<file path="config.mk">
export PLATFORM = sky130hd
export DESIGN_NAME = div_seq_flat
export DESIGN_NICKNAME = d
export VERILOG_FILES = /design/src/rtl/div_seq_if.sv /design/src/rtl/div_seq.sv /design/src/flat_wrapper.sv
export SDC_FILE = /design/constraint.sdc
export NUM_CORES = 1
export LEC_CHECK = 0
export CORE_MARGIN = 2
export CORE_UTILIZATION = 44
export CTS_CLUSTER_SIZE = 20
export DETAILED_ROUTE_END_ITERATION = 12
export PLACE_DENSITY = 0.87
export SETUP_SLACK_MARGIN = 0.3
export SKIP_CTS_REPAIR_TIMING = 1
export SKIP_LAST_GASP = 1
export SYNTH_ARGS = -nofsm -noshare
export SYNTH_HDL_FRONTEND = slang
export SYNTH_SLANG_ARGS = --single-unit
</file>
<file path="constraint.sdc">
create_clock -name clk -period 4.2 [get_ports clk]
set_clock_uncertainty 0.15 [all_clocks]
set_input_delay 0.84 -clock clk [delete_from_list [all_inputs] [get_ports clk]]
set_output_delay 0.84 -clock clk [all_outputs]
set_load 0.005 [all_outputs]
</file>
<file path="src/rtl/div_seq_if.sv">
// Bundle of the control-unit, divider-side and HI/LO signals of the sequential divide controller.
// The slave modport belongs to div_seq; the master modport is for whatever drives and observes it.
interface div_seq_if #(
  parameter int N_BITS = 32
);
  // control unit requests
  logic              start;
  logic [N_BITS-1:0] op_a;
  logic [N_BITS-1:0] op_b;
  logic              flush;
  logic              mthi;
  logic              mtlo;
  logic [N_BITS-1:0] wdata;

  // divider datapath
  logic [N_BITS-1:0] div_a;
  logic [N_BITS-1:0] div_b;
  logic              div_start;
  logic [N_BITS-1:0] div_hi;
  logic [N_BITS-1:0] div_lo;
  logic              div_zero;

  // architectural state and status
  logic [N_BITS-1:0] hi;
  logic [N_BITS-1:0] lo;
  logic              busy;
  logic              done;
  logic              exc_div0;

  modport slave (
    input  start, op_a, op_b, flush, mthi, mtlo, wdata,
    input  div_hi, div_lo, div_zero,
    output div_a, div_b, div_start,
    output hi, lo, busy, done, exc_div0
  );

  modport master (
    output start, op_a, op_b, flush, mthi, mtlo, wdata,
    output div_hi, div_lo, div_zero,
    input  div_a, div_b, div_start,
    input  hi, lo, busy, done, exc_div0
  );
endinterface

</file>
<file path="src/rtl/div_seq.sv">
// Sequencer around a multi-cycle divider: issues the operands, waits out the divider latency,
// commits remainder/quotient into HI/LO, and handles divide-by-zero, flush and MTHI/MTLO.
module div_seq #(
  parameter int N_BITS  = 32,
  parameter int DIV_LAT = 33
) (
  input logic      clk,
  input logic      reset,
  div_seq_if.slave bus
);

  localparam int CNT_W = $clog2(DIV_LAT + 1);

  typedef enum logic [1:0] {
    ST_IDLE,
    ST_ISSUE,
    ST_WAIT,
    ST_COMMIT
  } state_t;

  state_t            state_q, state_d;
  logic [CNT_W-1:0]  cnt_q, cnt_d;
  logic [N_BITS-1:0] div_a_q, div_a_d;
  logic [N_BITS-1:0] div_b_q, div_b_d;
  logic [N_BITS-1:0] hi_q, hi_d;
  logic [N_BITS-1:0] lo_q, lo_d;
  logic              exc_q, exc_d;
  logic              busy;

  assign busy = (state_q != ST_IDLE);

  always_ff @(posedge clk or negedge reset) begin
    if (!reset) begin
      state_q <= ST_IDLE;
      cnt_q   <= '0;
      div_a_q <= '0;
      div_b_q <= '0;
      hi_q    <= '0;
      lo_q    <= '0;
      exc_q   <= 1'b0;
    end else begin
      state_q <= state_d;
      cnt_q   <= cnt_d;
      div_a_q <= div_a_d;
      div_b_q <= div_b_d;
      hi_q    <= hi_d;
      lo_q    <= lo_d;
      exc_q   <= exc_d;
    end
  end

  always_comb begin
    state_d = state_q;
    cnt_d   = cnt_q;
    div_a_d = div_a_q;
    div_b_d = div_b_q;
    hi_d    = hi_q;
    lo_d    = lo_q;
    exc_d   = 1'b0;

    // Direct writes land only while idle; a commit later in the same divide overrides them.
    if (!busy) begin
      if (bus.mthi) hi_d = bus.wdata;
      if (bus.mtlo) lo_d = bus.wdata;
    end

    unique case (state_q)
      ST_IDLE: begin
        if (bus.start && !bus.flush) begin
          if (bus.op_b == '0) begin
            exc_d = 1'b1;
          end else begin
            div_a_d = bus.op_a;
            div_b_d = bus.op_b;
            state_d = ST_ISSUE;
          end
        end
      end

      ST_ISSUE: begin
        if (bus.flush) begin
          state_d = ST_IDLE;
        end else begin
          cnt_d   = CNT_W'(DIV_LAT - 1);
          state_d = ST_WAIT;
        end
      end

      ST_WAIT: begin
        if (bus.flush) begin
          cnt_d   = '0;
          state_d = ST_IDLE;
        end else if (bus.div_zero) begin
          cnt_d   = '0;
          exc_d   = 1'b1;
          state_d = ST_IDLE;
        end else if (cnt_q == '0) begin
          state_d = ST_COMMIT;
        end else begin
          cnt_d = cnt_q - CNT_W'(1);
        end
      end

      ST_COMMIT: begin
        state_d = ST_IDLE;
        if (!bus.flush) begin
          hi_d = bus.div_hi;
          lo_d = bus.div_lo;
        end
      end

      default: begin
        state_d = ST_IDLE;
      end
    endcase
  end

  assign bus.div_a     = div_a_q;
  assign bus.div_b     = div_b_q;
  assign bus.div_start = (state_q == ST_ISSUE) && !bus.flush;
  assign bus.hi        = hi_q;
  assign bus.lo        = lo_q;
  assign bus.busy      = busy;
  assign bus.done      = (state_q == ST_COMMIT) && !bus.flush;
  assign bus.exc_div0  = exc_q;

  // exc_div0 is only ever seen in IDLE, so it can never coincide with a commit
  a_done_exc_exclusive : assert property (@(posedge clk) disable iff (!reset)
    !(bus.done && bus.exc_div0));

endmodule

</file>
<file path="src/flat_wrapper.sv">
// flat-port wrapper written by rule: the top's interface ports become plain ports
module div_seq_flat 
#(
  parameter int N_BITS  = 32,
  parameter int DIV_LAT = 33
)
  (clk, reset, bus_start, bus_op_a, bus_op_b, bus_flush, bus_mthi, bus_mtlo, bus_wdata, bus_div_hi, bus_div_lo, bus_div_zero, bus_div_a, bus_div_b, bus_div_start, bus_hi, bus_lo, bus_busy, bus_done, bus_exc_div0);
  div_seq_if #(.N_BITS(N_BITS)) bus_i ();
  input logic clk;
  input logic reset;
  input wire logic [$bits(bus_i.start)-1:0] bus_start;
  input wire logic [$bits(bus_i.op_a)-1:0] bus_op_a;
  input wire logic [$bits(bus_i.op_b)-1:0] bus_op_b;
  input wire logic [$bits(bus_i.flush)-1:0] bus_flush;
  input wire logic [$bits(bus_i.mthi)-1:0] bus_mthi;
  input wire logic [$bits(bus_i.mtlo)-1:0] bus_mtlo;
  input wire logic [$bits(bus_i.wdata)-1:0] bus_wdata;
  input wire logic [$bits(bus_i.div_hi)-1:0] bus_div_hi;
  input wire logic [$bits(bus_i.div_lo)-1:0] bus_div_lo;
  input wire logic [$bits(bus_i.div_zero)-1:0] bus_div_zero;
  output wire logic [$bits(bus_i.div_a)-1:0] bus_div_a;
  output wire logic [$bits(bus_i.div_b)-1:0] bus_div_b;
  output wire logic [$bits(bus_i.div_start)-1:0] bus_div_start;
  output wire logic [$bits(bus_i.hi)-1:0] bus_hi;
  output wire logic [$bits(bus_i.lo)-1:0] bus_lo;
  output wire logic [$bits(bus_i.busy)-1:0] bus_busy;
  output wire logic [$bits(bus_i.done)-1:0] bus_done;
  output wire logic [$bits(bus_i.exc_div0)-1:0] bus_exc_div0;
  assign bus_i.start = bus_start;
  assign bus_i.op_a = bus_op_a;
  assign bus_i.op_b = bus_op_b;
  assign bus_i.flush = bus_flush;
  assign bus_i.mthi = bus_mthi;
  assign bus_i.mtlo = bus_mtlo;
  assign bus_i.wdata = bus_wdata;
  assign bus_i.div_hi = bus_div_hi;
  assign bus_i.div_lo = bus_div_lo;
  assign bus_i.div_zero = bus_div_zero;
  assign bus_div_a = bus_i.div_a;
  assign bus_div_b = bus_i.div_b;
  assign bus_div_start = bus_i.div_start;
  assign bus_hi = bus_i.hi;
  assign bus_lo = bus_i.lo;
  assign bus_busy = bus_i.busy;
  assign bus_done = bus_i.done;
  assign bus_exc_div0 = bus_i.exc_div0;
  div_seq #(.N_BITS(N_BITS), .DIV_LAT(DIV_LAT)) u_core (.clk(clk), .reset(reset), .bus(bus_i));
endmodule
</file>
==> Implementation_results.wiki <==
{| class="wikitable"
! Metric !! Value
|-
| Placed Area || 9120 sq um
|-
| Mean number of vias per cell || 5.14
|-
| CTS sink count || 137
|-
| Total routing resource utilization after global routing || 0.251
|-
| Number of DRC violations after detailed-routing iteration 0 || 268
|-
| Overall die area || 14600 sq um
|-
| Number of enable flip-flop cells after synthesis || 0
|-
| Upper clock frequency limit || 0.292 GHz
|-
| Final clock period utilization by the worst path || 0.816
|-
| Overall via count from detail_route || 4988
|-
| Peak VDD IR || 0.297 mV
|-
| Inserted Clock Buffers || 17
|-
| GRT overflow || 0
|-
| WL/cell || 18.8 um
|-
| Worst hold path class || input pin to asynchronous set/reset pin
|-
| Layout cells sized above 1 || 0.122
|-
| Initial antenna violation count || 0
|-
| Synthesis warning total || 0
|-
| Number of antenna cells inserted || 0
|-
| Starting utilization of the core area || 0.452
|-
| Crit path launch || bus_flush
|-
| Width of the die || 121 um
|-
| Final HPWL DP || 13.4 mm
|-
| Total DRC errors in the routed layout || 0
|-
| Most common library cell in the layout ignoring fill and taps || sky130_fd_sc_hd__clkdlybuf4s50_1
|-
| Shortest clock period the worst path allows after layout || 3.43 ns
|-
| First-pass GRT wire length || 28.1 mm
|-
| Chip height || 121 um
|-
| CP Class || input pin to output port
|-
| Setup TNS || 0 ns
|-
| Latest clock arrival within the worst-skew pair || 0.41 ns
|-
| Mapped Cells || 486
|-
| Clock H-tree levels || 4
|-
| Final Instance Area || 9720 sq um
|-
| Filler instances || 832
|-
| Worst slew margin relative to its limit || 0.456
|-
| Transition time at the pin with the least slew margin || 0.815 ns
|-
| Worst Setup End Kind || output port
|-
| Number of nets with antenna violations after routing || 0
|-
| Largest fanout on the critical path || 34
|-
| Net Count, Synth || 655
|-
| Clk buf depth || 2
|-
| Clock tree from TritonCTS || done
|-
| Ratio of total power to cell area || 474 nW/um^2
|-
| Final setup violation count || 0
|-
| CTS Root Buffer Type || sky130_fd_sc_hd__clkbuf_16
|-
| Total Routed Length || 18.3 mm
|-
| RSZ-0062 raised after global routing || no
|-
| Clock slew at reported path FFs || 0.06 ns
|-
| Maximum number of pins on one net before global-route repair || 97
|-
| Area growth from synthesis to layout || 61.5%
|-
| Final Slew Violations || 0
|-
| Post-synthesis average cell area || 12.4 sq um
|-
| Initial DRT Pass Iterations || 5
|-
| Max capacitance violation total || 0
|-
| Number of cells traversed by the worst register-to-register path || 3
|-
| Part of the Yosys area used for sequential elements || 0.570
|-
| Area of the core || 13300 sq um
|-
| Final number of hold-violating endpoints || 0
|-
| Share of synthesized registers carrying an async set or reset || 1.00
|-
| Number of buffer cells added on primary ports || 298
|-
| Ports placed on the boundary || 299
|-
| Commonest cells after routing, fill and taps aside || sky130_fd_sc_hd__clkdlybuf4s50_1, sky130_fd_sc_hd__dfrtp_1, sky130_fd_sc_hd__o21ai_0, sky130_fd_sc_hd__nand2_1, sky130_fd_sc_hd__mux2i_1
|-
| Flip-flop and latch count after synthesis || 137
|-
| Netlist cell types || 39
|-
| Via count of the first global-routing pass || 5397
|-
| Source of the worst register-to-register timing path || u_core.state_q[0]
|-
| Required time reported for the critical path endpoint || 3.21 ns
|-
| Placer's final routability congestion estimate || 0.901
|-
| Predominant post-synthesis flop cell || sky130_fd_sc_hd__dfrtp_1
|-
| Count of nets after finishing || 950
|-
| Post-synth design cell area || 6020 sq um
|-
| Number of rows created at floorplan || 42
|-
| Startpoint types || input pin
|-
| Leakage Power || 4.03 nW
|-
| Status || completed
|-
| Data arrival time of the worst path || 2.44 ns
|}
[flip-flops by register name, indices dropped and copies added (netlist names)]
register / cells
u_core.bus.exc_div0: 1
u_core.bus.div_a: 32
u_core.bus.lo: 32
u_core.bus.div_b: 32
u_core.bus.hi: 32
u_core.cnt_q: 6
u_core.state_q: 2
[where the power goes]
group	switching (W)	internal [W]
combinational	0.000455	0.000846
sequential	0.000182	0.00161
clock	0.000538	0.000977
total	0.00117	0.00343
[synth_stat cells, types with 2 or more instances]
library cell               instances  area, sq um
sky130_fd_sc_hd__or2_2             2         12.5
sky130_fd_sc_hd__dfrtp_1         137         3430
sky130_fd_sc_hd__nand4_1           2         12.5
sky130_fd_sc_hd__a21oi_1           2         10.0
sky130_fd_sc_hd__nor4_1            8         50.1
sky130_fd_sc_hd__nand3_1           3         15.0
sky130_fd_sc_hd__clkbuf_1         13         48.8
sky130_fd_sc_hd__nand2b_1          4         25.0
sky130_fd_sc_hd__inv_1             6         22.5
sky130_fd_sc_hd__ha_1              2         25.0
sky130_fd_sc_hd__mux2_2           34          383
sky130_fd_sc_hd__nor2_2            3         18.8
sky130_fd_sc_hd__buf_6             6         67.6
sky130_fd_sc_hd__nor2_1            5         18.8
sky130_fd_sc_hd__buf_4             6         45.0
sky130_fd_sc_hd__nand2_1          66          248
sky130_fd_sc_hd__buf_2             2         10.0
sky130_fd_sc_hd__mux2i_1          64          641
sky130_fd_sc_hd__xor2_1            2         17.5
sky130_fd_sc_hd__o21ai_0          69          345
sky130_fd_sc_hd__o31ai_1           3         22.5
sky130_fd_sc_hd__mux2_1           10          113
sky130_fd_sc_hd__mux2_4           20          300
sky130_fd_sc_hd__nor3_1            2         10.0
[per-layer routing]
| metal | wire, um | vias up | track usage | share of wire |
|---|---|---|---|---|
| met5 | 0 | - | 0 | 0 |
| met4 | 455 | 0 | 0.0967 | 0.025 |
| met3 | 1760 | 37 | 0.0973 | 0.096 |
| met2 | 9220 | 230 | 0.434 | 0.50 |
| met1 | 6840 | 2420 | 0.278 | 0.37 |
| li1 | - | 2301 | - | - |
[kinds of logic after synthesis]
| kind of cell | count (synthesis) | synth area share |
|---|---|---|
| buf+inv | 34 | 0.0329 |
| mux | 128 | 0.239 |
| compound gates | 81 | 0.0753 |
| simple gates | 102 | 0.0761 |
| xor+xnor | 2 | 0.00291 |
| fa+ha+maj | 2 | 0.00416 |
| flops | 137 | 0.570 |
[worst max-delay path, stage by stage]
cell	delay (ns)
sky130_fd_sc_hd__clkdlybuf4s50_1	0.46
sky130_fd_sc_hd__inv_1	0.14
sky130_fd_sc_hd__and3_4	0.43
sky130_fd_sc_hd__clkdlybuf4s50_1	0.57
[per-stage QoR]
| stage | hold slack (ns) | std cells | util | setup WS (ns) | power, W |
|---|---|---|---|---|---|
| 6_report | 0.270 | 970 | 0.731 | 0.772 | 0.00461 |
| 5_1_grt | 0.320 | 970 | 0.731 | 0.712 | 0.00482 |
| 4_1_cts | 0.305 | 970 | 0.731 | 0.774 | 0.00464 |
| 3_5_place_dp | 0.335 | 938 | 0.686 | 0.686 | 0.00310 |
| 3_3_place_gp | 0.325 | 938 | 0.686 | 0.728 | 0.00305 |
| 2_1_floorplan | 0.324 | 486 | - | 1.67 | 0.00223 |
[worst paths after layout]
path / end / slack (ns)
max in group asynchronous: u_core.bus.lo[8] / 2.78
min: u_core.bus.hi[15] / 0.27
min reg2reg: u_core.bus.div_b[0] / 0.34
max reg2reg: u_core.bus.hi[14] / 1.99
min in group clk: u_core.bus.div_b[0] / 0.34
max: bus_done / 0.77
[area by class of cell]
type | instances | area [sq um] | share of cell area
flip-flops and latches | 137 | 3430 | 0.353
repair buffers | 304 | 3040 | 0.313
multi-input cells | 315 | 2400 | 0.247
clock buffers | 24 | 482 | 0.0496
well taps | 176 | 220 | 0.0227
clock inverters | 8 | 118 | 0.0121
inverters | 6 | 22.5 | 0.00232
(Power assumes the default switching activity.)
==> RTL edit 1, RTL diff (same settings) <==
Reset style: synchronous (`reset`), changed in one clocked block.
--- a/src/rtl/div_seq.sv
+++ b/src/rtl/div_seq.sv
@@ -31,3 +31,3 @@
 
-  always_ff @(posedge clk or negedge reset) begin
+  always_ff @(posedge clk) begin
     if (!reset) begin
Formal check against the unedited RTL: differs if reset is asserted again (counterexample within 4 cycles, from zero or initial values and one cycle with reset low); with reset held inactive, the same outputs for 4 cycles.
==> RTL edit 1 against the unedited design <==
  * Global-route usage is 0.087 points lower
  * Sequential cell count stayed put
  * Routed wire length is 2.4% higher
  * Count of clock-buffer cells in the layout is 5 lower
  * Design area is 1.8% lower
  * Synthesized cell count is 32% higher
  * Worst setup slack better by 32 ps
  * Synthesized area is 0.42% higher
  * Critical endpoint is now bus_div_start
  * Largest cell class is now buffers
Power is not compared: it rests on default switching activity, and its combinational part moved more than twofold at a synthesized area within 25%.
==> RTL edit 1: results (changes against the unedited design) <==
| Metric | Value |
|---|---|
| Status | `completed` |
| Flop-to-flop setup slack | `1580 ps (-410 ps)` |
| Met2 wire length | `9200 um (-0.21%)` |
| Post-synthesis cell type count | `38 (-2.6%)` |
| CP max FO | `7 (-79%)` |
| Initial antenna violation count | `0 (unchanged)` |
| Cell depth of the worst flop-to-flop path | `5 (+2)` |
| Slew headroom | `28.1% (-18 points)` |
| Dpl cells | `1070 (+14%)` |
| Hold slack | `303 ps (+33.5 ps)` |
| Met1 wire length | `7680 um (+12%)` |
| Final nets | `1082 (+14%)` |
| Number of global-route vias before repair | `5524 (+2.4%)` |
| RR Endpoint | `u_core.bus.div_a[15]` |
| Final Non-Filler Cells | `1102 (+14%)` |
| Post-DP HPWL | `13300 um (-1.1%)` |
| WL met3 | `1110 um (-37%)` |
| Critical Path AT | `2410 ps (-30 ps)` |
| Dominant cells by area after synthesis | `dfxtp_1, mux2i_1, nand2_1` |
| Share of cells above drive strength 1 | `5.29% (-6.9 points)` |
| Wirelength per Cell | `17.0 um (-9.8%)` |
| Seq/Total Area, Yosys | `45.4% (-12 points)` |
| Largest net degree at the start of global routing | `107 (+10%)` |
| GP Congestion | `0.840 (-6.8%)` |
| Post-DP Area | `0.00894 mm^2 (-2.0%)` |
| FF-to-FF Start | `u_core.state_q[1]` |
| Ys async rst share | `0% (-100 points)` |
| Starting DRT DRC Count | `360 (+34%)` |
| Dominant synthesized flop cell | `dfxtp_1` |
| All-layer global routing usage | `25.0% (-0.087 points)` |
| Placement Setup Slack | `764 ps (+77.8 ps)` |
| Max IR drop VDD | `0.287 mV` |
-- RTL edit 1: cell types whose count changed in the layout (fill, tap and decap cells not counted), moves of 3 or more --
cell,unedited run,this run
o21ai_0,69,3
mux2i_1,64,132
a211oi_1,0,64
mux2_1,10,0
nor2_1,5,68
dfrtp_1,137,0
dfxtp_1,0,137
clkinv_2,4,7
nand2_1,66,134
mux2_4,20,0
nand3_1,3,0
clkinv_4,0,3
clkbuf_1,4,0
mux2_2,34,0
-- RTL edit 1: power breakdown --
part | switching [mW] | internal [mW] | total (mW) | leakage (nW)
logic | 0.219 | 0.363 | 0.581 | 2.30
clock network | 0.566 | 0.958 | 1.52 | 0.306
registers | 0.0427 | 1.38 | 1.42 | 1.12
-- RTL edit 1: worst max path at each step --
stage / start / to / slack, ps / depth (start not counted)
finish: bus_flush / bus_div_start / 800 / 3
global route: bus_flush / bus_div_start / 700 / 3
CTS: bus_flush / bus_div_start / 810 / 3
detailed placement: bus_flush / u_core.bus.div_a[15] / 760 / 6
global placement: bus_flush / bus_div_start / 830 / 3
floorplan: bus_flush / bus_done / 1610 / 4
-- RTL edit 1: metal layers --
metal / global-route usage (%) / vias up
met4: 12.6 / 0
met2: 41.7 / 207
met3: 7.14 / 50
met5: 0 / -
li1: - / 2775
met1: 29.3 / 2599
-- RTL edit 1: final cells by class --
class,count,area (um^2),share of cell area [%]
clock buffer,19,453,4.75
clock inverter,13,151,1.59
inverter,8,30.0,0.315
multi-input combinational,445,2920,30.6
sequential,137,2740,28.7
tap,176,220,2.31
timing repair buffer,304,3030,31.7
-- RTL edit 1: logic make-up (layout without fill, tap and decap cells) --
family,after synthesis,count (layout),synth area share (%)
compound gates,80,80,10.1
simple gates,230,230,15.7
buf+inv,58,344,6.40
flops,137,137,45.4
mux,132,132,21.9
xor+xnor,1,1,0.145
fa+ha+maj,2,2,0.414
-- RTL edit 1: critical path: stages --
cell             delay, ps
clkdlybuf4s50_1        490
nor3b_2                480
clkdlybuf4s50_1        600
==> RTL edit 2, RTL diff (same flow settings) <==
Without the edit above. `DIV_LAT` is set to 33 in 2 places; all go to 66.
--- a/src/rtl/div_seq.sv
+++ b/src/rtl/div_seq.sv
@@ -4,3 +4,3 @@
   parameter int N_BITS  = 32,
-  parameter int DIV_LAT = 33
+  parameter int DIV_LAT = 66
 ) (
--- a/src/flat_wrapper.sv
+++ b/src/flat_wrapper.sv
@@ -4,3 +4,3 @@
   parameter int N_BITS  = 32,
-  parameter int DIV_LAT = 33
+  parameter int DIV_LAT = 66
 )
Function: same outputs for any inputs over 4 cycles, from zero or initial values and one cycle with reset low; that may be too few to reach the edited logic, so the function may still have changed.
==> RTL edit 2 against the unedited design <==
  * Highest routed layer unchanged
  * Count of clock-buffer cells in the layout shrank 1
  * Synthesized area rose by 3.3%
  * Power fell by 4.0%
  * Routed wire length decreased by 3.0%
  * Critical path depth stayed put
  * Worst setup slack got worse by 150 ps
  * Synthesized cell count up 2.5%
  * Utilization shrank 1.6 points
  * Sequential cell count is 1 higher
  * Fmax is 4.2% lower
  * Critical endpoint is now bus_div_start
  * Design area increased by 1.8%
==> RTL edit 2: results (changes against the unedited design) <==
| Metric | Value |
|---|---|
| Status | `completed` |
| Final nets | `962 (+1.3%)` |
| Total wire length | `17700 um (-3.0%)` |
| CP peak stage delay | `560 ps` |
| Seq/Total Area, Yosys | `55.5% (-1.4 points)` |
| Critical Path AT | `2590 ps (+150 ps)` |
| Largest net degree at the start of global routing | `129 (+33%)` |
| Mapped Nets | `667 (+1.8%)` |
| DR pass1 iterations | `4 (-1)` |
| Flop-to-flop setup slack | `1790 ps (-200 ps)` |
| Post-synthesis cell type count | `40 (+2.6%)` |
| Crit path to | `bus_div_start` |
| Dominant cells by area after synthesis | `dfrtp_1, mux2_4, mux2i_1` |
| Leakage power | `4.21 nW (+4.4%)` |
| Slowest-stage cell, CP | `or3b_2` |
| Via count | `5080 (+1.8%)` |
| Post-DP HPWL | `13100 um (-2.5%)` |
| Max IR drop VDD | `0.311 mV (+4.7%)` |
| Number of global-route vias before repair | `5338 (-1.1%)` |
| Starting DRT DRC Count | `233 (-13%)` |
| Ys async rst share | `100% (unchanged)` |
| Cell depth of the worst flop-to-flop path | `5 (+2)` |
| All-layer global routing usage | `23.6% (-1.5 points)` |
| CP max FO | `7 (-79%)` |
| First-pass GRT wire length | `27200 um (-3.1%)` |
| Fill cells | `911 (+9.5%)` |
| Dominant synthesized flop cell | `dfrtp_1` |
| Post-DP Area | `0.00935 mm^2 (+2.5%)` |
| Commonest cells in the synthesized netlist | `dfrtp_1, o21ai_0, nand2_1, mux2i_1, mux2_4` |
| GP Congestion | `0.910 (+0.97%)` |
| Share of cells above drive strength 1 | `13.0% (+0.77 points)` |
| RR Endpoint | `u_core.bus.lo[18]` |
| Tightest Pin Transition | `1080 ps (+265 ps)` |
==> RTL edit 2: changes by cell type after synthesis, moves of 3 or more <==
cell      unedited run  this run
mux2_4              20        49
mux2_2              34        16
mux2_1              10         0
nor2_1               5        12
nand2b_1             4         1
==> RTL edit 2: worst min path at each step <==
stage	from	endpoint	slack, ps	depth (start not counted)
after global placement	u_core.bus.div_a[8]	u_core.bus.div_a[8]	340	1
final	reset	u_core.bus.div_a[1]	250	1
after global routing	reset	u_core.bus.div_a[1]	280	1
after CTS	reset	u_core.bus.div_a[1]	260	1
after floorplan	u_core.cnt_q[6]	u_core.cnt_q[6]	340	1
after detailed placement	u_core.bus.div_a[3]	u_core.bus.div_a[3]	340	1
==> RTL edit 2: routing by layer <==
layer	vias to the layer above	routed length [um]	track usage [%]
li1	2343	-	-
met3	50	1450	7.81
met5	-	0	0
met2	240	9040	40.9
met4	0	612	11.1
met1	2447	6630	26.0
==> RTL edit 2: through the flow <==
stage	util [%]	hold WS, ps	std cells	setup slack (ps)
5_1_grt	71.5	284	981	580
2_1_floorplan	-	340	498	1700
3_5_place_dp	67.6	342	954	628
3_3_place_gp	67.6	338	954	673
6_report	71.5	250	981	622
4_1_cts	71.5	263	981	622
==> RTL edit 2: cell type report <==
cell class | instances | area, um^2 | share of cell area, %
Clock buffer | 23 | 468 | 4.73
Timing Repair Buffer | 304 | 3070 | 31.0
Inverter | 8 | 30.0 | 0.304
Multi-Input combinational cell | 324 | 2570 | 26.0
Clock inverter | 4 | 70.1 | 0.709
Sequential cell | 138 | 3450 | 34.9
Tap cell | 180 | 225 | 2.28
==> RTL edit 2: kinds of logic after synthesis <==
group	share of synthesized area, %
compound gates	7.31
xor+xnor	0.141
fa+ha+maj	0.402
buf+inv	3.42
flops	55.5
mux	25.4
simple gates	7.83
==> RTL edit 2: power breakdown <==
group,internal [mW],total [mW],switching (mW)
combinational,0.846,1.26,0.415
clock,0.886,1.40,0.510
sequential,1.60,1.76,0.167
==> RTL edit 2: worst reg2reg max path: stages, from the launching register on <==
cell and delay, ps:
dfrtp_1 460, or2_1 410, nor2_4 600, buf_12 270, mux2i_1 250, o21ai_0 100
